File: src/rtl/load_store_unit.sv
// Data-side load/store initiator for the unified RAM: one outstanding RV32I load/store.
// Optional LSU_BOUNDS_CHECK_EN: addresses at or above DEPTH*4 return an error without a memory access.
module load_store_unit #(
  parameter int unsigned DEPTH       = 4096,
  parameter int unsigned ADDRW       = 32,
  parameter int unsigned MEM_LATENCY = 1
) (
  input  logic             clk,
  input  logic             reset,
  input  logic             req_valid,
  output logic             req_ready,
  input  logic             req_we,
  input  logic [2:0]       req_funct3,
  input  logic [ADDRW-1:0] req_addr,
  input  logic [ADDRW-1:0] req_wdata,
  output logic             resp_valid,
  output logic [ADDRW-1:0] resp_rdata,
  output logic             resp_err,
  output logic [13:0]      mem_addr,
  output logic             mem_re,
  output logic             mem_we,
  output logic [3:0]       mem_wstrb,
  output logic [31:0]      mem_wdata,
  input  logic [31:0]      mem_rdata
);

  typedef enum logic [1:0] {StIdle, StIssue, StWait, StResp} state_e;

  localparam logic [ADDRW:0] AddrLimit = (ADDRW + 1)'(DEPTH) << 2;

  state_e      state_q, state_d;
  logic        we_q, we_d;
  logic [2:0]  funct3_q, funct3_d;
  logic [1:0]  lane_q, lane_d;
  logic        err_q, err_d;
  logic [2:0]  cnt_q, cnt_d;
  logic [31:0] rdata_q, rdata_d;
  logic [13:0] mem_addr_q, mem_addr_d;
  logic [31:0] mem_wdata_q, mem_wdata_d;

  logic        misalign, illegal, oob, dec_err;
  logic [31:0] store_data;
  logic [3:0]  strb;
  logic [31:0] shifted, load_ext;

  // Alignment is judged by access size; stores only exist for B/H/W.
  assign misalign = ((req_funct3[1:0] == 2'b01) && req_addr[0]) ||
                    ((req_funct3[1:0] == 2'b10) && (req_addr[1:0] != 2'b00));
  assign illegal  = (req_funct3 == 3'b011) || (req_funct3[2:1] == 2'b11) ||
                    (req_we && req_funct3[2]);
  assign oob      = ({1'b0, req_addr} >= AddrLimit);

`ifdef LSU_BOUNDS_CHECK_EN
  assign dec_err = misalign | illegal | oob;
`else
  assign dec_err = misalign | illegal;
  logic unused_oob;
  assign unused_oob = oob;
`endif

  always_comb begin
    store_data = req_wdata[31:0];
    unique case (req_funct3[1:0])
      2'b00:   store_data = {4{req_wdata[7:0]}};
      2'b01:   store_data = {2{req_wdata[15:0]}};
      default: store_data = req_wdata[31:0];
    endcase
  end

  always_comb begin
    strb = 4'b1111;
    unique case (funct3_q[1:0])
      2'b00:   strb = 4'b0001 << lane_q;
      2'b01:   strb = 4'b0011 << lane_q;
      default: strb = 4'b1111;
    endcase
  end

  // funct3[2] selects zero-extension for the sub-word loads.
  assign shifted = rdata_q >> {lane_q, 3'b000};
  always_comb begin
    load_ext = shifted;
    unique case (funct3_q[1:0])
      2'b00:   load_ext = {{24{~funct3_q[2] & shifted[7]}}, shifted[7:0]};
      2'b01:   load_ext = {{16{~funct3_q[2] & shifted[15]}}, shifted[15:0]};
      default: load_ext = shifted;
    endcase
  end

  always_comb begin
    state_d     = state_q;
    we_d        = we_q;
    funct3_d    = funct3_q;
    lane_d      = lane_q;
    err_d       = err_q;
    cnt_d       = cnt_q;
    rdata_d     = rdata_q;
    mem_addr_d  = mem_addr_q;
    mem_wdata_d = mem_wdata_q;
    req_ready   = 1'b0;
    resp_valid  = 1'b0;
    mem_re      = 1'b0;
    mem_we      = 1'b0;
    mem_wstrb   = 4'b0000;

    unique case (state_q)
      StIdle: begin
        req_ready = 1'b1;
        if (req_valid) begin
          we_d     = req_we;
          funct3_d = req_funct3;
          lane_d   = req_addr[1:0];
          err_d    = dec_err;
          if (dec_err) begin
            state_d = StResp;
          end else begin
            state_d    = StIssue;
            mem_addr_d = {req_addr[13:2], 2'b00};
            if (req_we) begin
              mem_wdata_d = store_data;
            end
          end
        end
      end
      StIssue: begin
        if (we_q) begin
          mem_we    = 1'b1;
          mem_wstrb = strb;
          state_d   = StResp;
        end else begin
          mem_re  = 1'b1;
          cnt_d   = 3'(MEM_LATENCY - 1);
          state_d = StWait;
        end
      end
      StWait: begin
        if (cnt_q == 3'd0) begin
          rdata_d = mem_rdata;
          state_d = StResp;
        end else begin
          cnt_d = cnt_q - 3'd1;
        end
      end
      StResp: begin
        resp_valid = 1'b1;
        state_d    = StIdle;
      end
      default: state_d = StIdle;
    endcase
  end

  assign resp_err   = (state_q == StResp) && err_q;
  assign resp_rdata = ((state_q == StResp) && !err_q && !we_q) ? ADDRW'(load_ext) : '0;
  assign mem_addr   = mem_addr_q;
  assign mem_wdata  = mem_wdata_q;

  always_ff @(posedge clk) begin
    if (reset) begin
      state_q     <= StIdle;
      we_q        <= 1'b0;
      funct3_q    <= 3'b000;
      lane_q      <= 2'b00;
      err_q       <= 1'b0;
      cnt_q       <= 3'd0;
      rdata_q     <= 32'h0;
      mem_addr_q  <= 14'h0;
      mem_wdata_q <= 32'h0;
    end else begin
      state_q     <= state_d;
      we_q        <= we_d;
      funct3_q    <= funct3_d;
      lane_q      <= lane_d;
      err_q       <= err_d;
      cnt_q       <= cnt_d;
      rdata_q     <= rdata_d;
      mem_addr_q  <= mem_addr_d;
      mem_wdata_q <= mem_wdata_d;
    end
  end

endmodule

File: config.mk
export PLATFORM = sky130hd
export DESIGN_NAME = load_store_unit
export DESIGN_NICKNAME = d
export VERILOG_FILES = /design/src/rtl/load_store_unit.sv
export SDC_FILE = /design/constraint.sdc
export NUM_CORES = 1
export LEC_CHECK = 0
export ABC_AREA = 1
export CAP_MARGIN = 20
export CORE_MARGIN = 2
export CORE_UTILIZATION = 44
export DETAILED_ROUTE_END_ITERATION = 6
export PLACE_DENSITY = 0.78
export SETUP_SLACK_MARGIN = 0.4
export SYNTH_ARGS = -nofsm -noshare
export SYNTH_HDL_FRONTEND = slang
export SYNTH_SLANG_ARGS = --single-unit
export TNS_END_PERCENT = 20
File: constraint.sdc
create_clock -name clk -period 2 [get_ports clk]
set_clock_uncertainty 0.05 [all_clocks]
set_input_delay 0.5 -clock clk [delete_from_list [all_inputs] [get_ports clk]]
set_output_delay 0.5 -clock clk [all_outputs]
set_load 0.01 [all_outputs]
Word level (Yosys, flattened, before mapping)
Index checks and enable logic that the tools add are counted.
{"block": "classes", "addsub": 1, "multipliers": 0, "div": 0, "order_cmp": 0, "n_eq_ne": 12, "shift": 3, "muxes": 20, "n_bitwise": 5, "n_reduce_logical": 23}
{"op": "$pmux W32 S2", "count": 2}
{"op": "$mux W32", "count": 1}
{"op": "$shr A32 B5 Y32", "count": 1}
{"op": "$eq A2 B2 Y1 const B", "count": 4}
{"op": "$mux W4", "count": 2}
{"op": "$ne A2 B2 Y1 const B", "count": 4}
{"op": "$pmux W2 S4", "count": 1}
{"op": "$pmux W4 S2", "count": 1}
{"op": "$mux W1", "count": 7}
{"op": "$eq A2 B1 Y1 const B", "count": 3}
{"op": "$logic_and A1 B1 Y1", "count": 6}
{"op": "$logic_not A2 Y1", "count": 3}
{"op": "$mux W2", "count": 3}
{"op": "$mux W3", "count": 2}
{"op": "$pmux W3 S2", "count": 1}
{"op": "$reduce_and A2 Y1", "count": 3}
{"op": "$reduce_and A3 Y1", "count": 2}
{"op": "$reduce_and A4 Y1", "count": 1}
{"op": "$reduce_bool A2 Y1", "count": 2}
{"op": "$shl A1 B2 Y4 const A", "count": 1}
{"op": "$shl A2 B2 Y4 const A", "count": 1}
{"op": "$eq A3 B2 Y1 const B", "count": 1}
{"op": "$logic_not A3 Y1", "count": 1}
{"op": "$logic_or A1 B1 Y1", "count": 3}
{"op": "other kinds (5)", "count": 8}
{"block": "word_totals", "reg_bits": 88, "latchBits": 0, "ram_bits": 0, "mem_bits_ro": 0, "in_bits": 103, "out_inout_bits": 87, "elab_cells": 73, "memories": 0}

Longest topological paths before layout
{"block": "logic_depth", "word_depth": 7, "depth_mapped": 9, "mapped_depth_nobuf": 8}

Worst setup path after synthesis
OpenSTA, ideal clock, no wires.
{"block": "synth_timing", "kind": "register -> output", "start": "register state_q[0]", "end": "output resp_rdata[29]", "arrival_time_ns": 1.419, "required_time_ns": 1.450, "slack_ns": 0.031, "stages_incl_launch_ff": 7, "n_path_buf": 1, "path_cell_list": "dfxtp_1 ha_1 nand2_1 nor2_2 clkbuf_1 o21ai_0 nor2_1"}
{"block": "synth_between", "elab_chain_cells": 4}
{"element": "from (decl)", "line_no": "31", "text": "state_e state_q, state_d;"}
{"element": "from (signal assigned)", "line_no": "159", "text": "state_q <= StIdle;"}
{"element": "from (signal assigned)", "line_no": "169", "text": "state_q <= state_d;"}
{"element": "$eq A2 B2 Y1", "line_no": "153", "text": "assign resp_rdata = ((state_q == StResp) && !err_q && !we_q) ? ADDRW'(load_ext) : '0;"}
{"element": "$logic_and A1 B1 Y1 (2 in a row)", "line_no": "153"}
{"element": "$mux W32", "line_no": "153"}
{"element": "to (decl)", "line_no": "17", "text": "output logic [ADDRW-1:0] resp_rdata,"}
No other way between the ends.

Worst setup path in the final report
{"block": "layout_timing", "start": "register state_q[1]", "end": "output resp_rdata[29]"}
Same word-level chain as after synthesis.

==> flow_summary_export.csv <==
group,metric,value,unit
yosys,synth_commonest_cells,"155 x nand2_1, 114 x nor2_1, 88 x dfxtp_1",
detailed_routing,dr.pass1.iters,5,
yosys,syn_avg_cell_area,6.51,sq um
die,ioPinCount,190,
detailed_routing,drt_wl_total,17400,um
timing,fin_tns_setup,-8720,ps
timing,drv_slew,0,
yosys,synthArstFlopShare,0,%
yosys,netlist_top_cells_area,"dfxtp_1 36%, nand2_1 12%, nor2_1 8.8%",
power,peakVddDrop,0.702,mV
power,seqPwrFrac,29.5,%
timing,final.setup.worst_slack,-299,ps
yosys,yosys_warnings,0,
die,die_area,0.0120,sq mm
finish,register_area,0.00178,sq mm
yosys,synth_cell_types,30,
power,p_int,0.00498,W
power,p_per_area,1030,mW/mm^2
place,numPortBuffers,169,
yosys,yosysTopAreaCell,"dfxtp_1",
timing,min_period_over_period,115,%
outcome,status,"finished with violations",
cts,cts_max_path_buffers,2,
power,pwr-share-clk,14.5,%
cts,cts.htree.levels,3,
timing,setup_violations,38,
timing,rsz0062_at_grt,"yes",
detailed_routing,drt-initial-drc-count,459,
detailed_routing,wire_per_inst,15.7,um
global_routing,grt_start_max_net_pins,66,
critical_path,arrival,1750,ps
cts,cts-root-buf,"clkbuf_8",
die,coreArea,0.0108,sq mm
finish,instances_no_fill,1111,
critical_path,worstPathCellList,"ha_4, nand2_4, nor2_4, buf_6, clkbuf_16, o21ai_1, nor2_4, buf_6",
cts,clock_latency,360,ps
flow_run,max-cap-violations,0,
timing,fmax,435,MHz
finish,drive_gt1_share,32.0,%
yosys,netlist_instances,750,
critical_path,cpPeakStageDelay,360,ps
critical_path,cp_max_fo,5,
critical_path,cp.required,1450,ps
cts,cts_tree,"done",
cts,cts.sinks,88,
die,start_util,45.0,%
power,sw_frac_of_total,41.7,%
die,rows,38,
outcome,violations,"setup timing",
critical_path,slowest_stage,"dfxtp_2",
finish,syn2layout_area_growth,69.8,%
yosys,yosysSeqAreaShare,36.1,%
hold_path,hold_path_class,"flip-flop to flip-flop",
global_routing,grt_overflow_total,0,
finish,antennaDiodeCount,0,
timing,hold_viol,0,
global_routing,antenna_found_initial,0,
finish,multiInputGateArea,0.00327,sq mm
global_routing,grt_pass1_vias,5206,
cts,numCtsBuffers,9,
place,place.gp.congestion,0.922,
critical_path,endpoint_kind,"primary output",
global_routing,grt_first_pass_wirelength,25700,um
place,dpl.cell_count,1076,
detailed_routing,vias,5858,
timing,finalCriticalPeriod,2300,ps
power,power_frac_comb,56.0,%
yosys,post-synth-top-count-cell,"nand2_1",
yosys,synth_top_area_share,36.1,%
yosys,ys_ff_latch,88,
finish,final_nets,1080,
power,power.switching,0.00357,W
yosys,synth-edff-count,0,
critical_path,critPathLaunchType,"flip-flop",
finish,fill_cells,767,
detailed_routing,drc,0,
detailed_routing,drt-vias-per-instance,5.27,
cts,cts_hold_buffers,0,
die,die_w,109,um
place,dpl.hpwl,10800,um
die,die_h,109,um
cts,path_clk_slew,80,ps
critical_path,critical_path_class,"flip-flop to primary output",
yosys,synthFlopType,"dfxtp_1",
detailed_routing,ant_nets,0,
power,p_leak,3.55,nW
yosys,mappedNetlistArea,0.00488,sq mm
global_routing,grt.total_usage,27.4,%
==> sequential cells by signal (all words and copies together) (netlist names) <==
register / count
rdata_q: 32
err_q: 1
we_q: 1
mem_addr: 12
funct3_q: 3
lane_q: 2
mem_wdata: 32
cnt_q: 3
state_q: 2
==> power groups by stage <==
stage | Clock (W) | Combinational, W | Sequential (W)
6_report | 0.00124 | 0.00479 | 0.00252
3_3_place_gp | 0 | 0.00343 | 0.00247
2_1_floorplan | 0 | 0.00201 | 0.00248
5_1_grt | 0.00134 | 0.00514 | 0.00256
4_1_cts | 0.00125 | 0.00404 | 0.00247
3_5_place_dp | 0 | 0.00346 | 0.00249
==> worst max-delay path: cells and delay by family, from the launching register on <==
| family | cells | cell delay (ps) |
|---|---|---|
| buf+inv | 3 | 400 |
| compound gates | 1 | 110 |
| flops | 1 | 360 |
| fa+ha+maj | 1 | 150 |
| simple gates | 3 | 350 |
==> stage by stage <==
| step | area (sq um) | total power (W) | utilization [%] | worst slack [ps] | hold WS, ps |
|---|---|---|---|---|---|
| after CTS | 7700 | 0.00776 | 71.0 | -260 | 413 |
| final | 8290 | 0.00855 | 76.5 | -299 | 412 |
| after global routing | 8290 | 0.00905 | 76.5 | -355 | 429 |
| after global placement | 7150 | 0.00590 | 65.9 | -332 | 399 |
| after floorplan | 4970 | 0.00449 | - | 290 | 385 |
| after detailed placement | 7150 | 0.00595 | 65.9 | -391 | 401 |
==> routing by layer <==
layer / share of wire [%] / global-route usage [%]
met5: 0 / 0
met4: 3.9 / 12.4
met3: 5.7 / 5.04
met2: 49 / 43.7
met1: 42 / 36.1
==> layout make-up <==
cell class                      instances  share of cell area, %
Sequential cell                        88                   21.4
Tap cell                              140                   2.11
Timing Repair Buffer                  262                   31.2
Timing Repair inverter                  1                  0.196
Clock buffer                           11                   1.83
Clock inverter                          1                  0.362
Inverter                               66                   3.40
Multi-Input combinational cell        542                   39.5
==> path summary, 6_finish.rpt <==
| check | start | endpoint | slack, ps | depth (start not counted) |
|---|---|---|---|---|
| hold reg to reg | cnt_q[2]$_SDFFE_PP0P_ | cnt_q[2]$_SDFFE_PP0P_ | 410 | 2 |
| setup reg to reg | state_q[1]$_SDFFE_PP0P_ | mem_wdata[1]$_SDFFE_PP0P_ | 140 | 11 |
| hold / removal | cnt_q[2]$_SDFFE_PP0P_ | cnt_q[2]$_SDFFE_PP0P_ | 410 | 2 |
| setup / recovery | state_q[1]$_SDFFE_PP0P_ | resp_rdata[29] | -300 | 8 |
==> cell families after synthesis <==
logic type | count (synthesis) | share of synthesized area (%)
AOI/OAI and AO/OA | 183 | 19.8
buffers and inverters | 121 | 11.6
other | 1 | 0.0768
DFF | 88 | 36.1
and+or+nand+nor | 350 | 30.6
adders and majority gates | 7 | 1.79
==> layout by cell type, fill, tap and decap left out, types with 25 or more instances in the layout <==
| cell type | instances |
|---|---|
| nand2_1 | 123 |
| dfxtp_1 | 83 |
| nand3_2 | 28 |
| inv_1 | 56 |
| o21ai_0 | 46 |
| dlygate4sd2_1 | 42 |
| nand2_2 | 26 |
| a21oi_1 | 61 |
| clkdlybuf4s50_1 | 82 |
| nor2_1 | 86 |
| buf_4 | 58 |
| buf_6 | 25 |
==> repair_timing <==
action | in CTS | in global routing
gates resized for setup | 335 | 116
cloned | 3 | 2
pin swaps | 33 | 63
buffers inserted | 9 | 9
hold endpoints to repair | 0 | 0
endpoints found under the setup margin | 146 | 127
(Power assumes the default switching activity.)
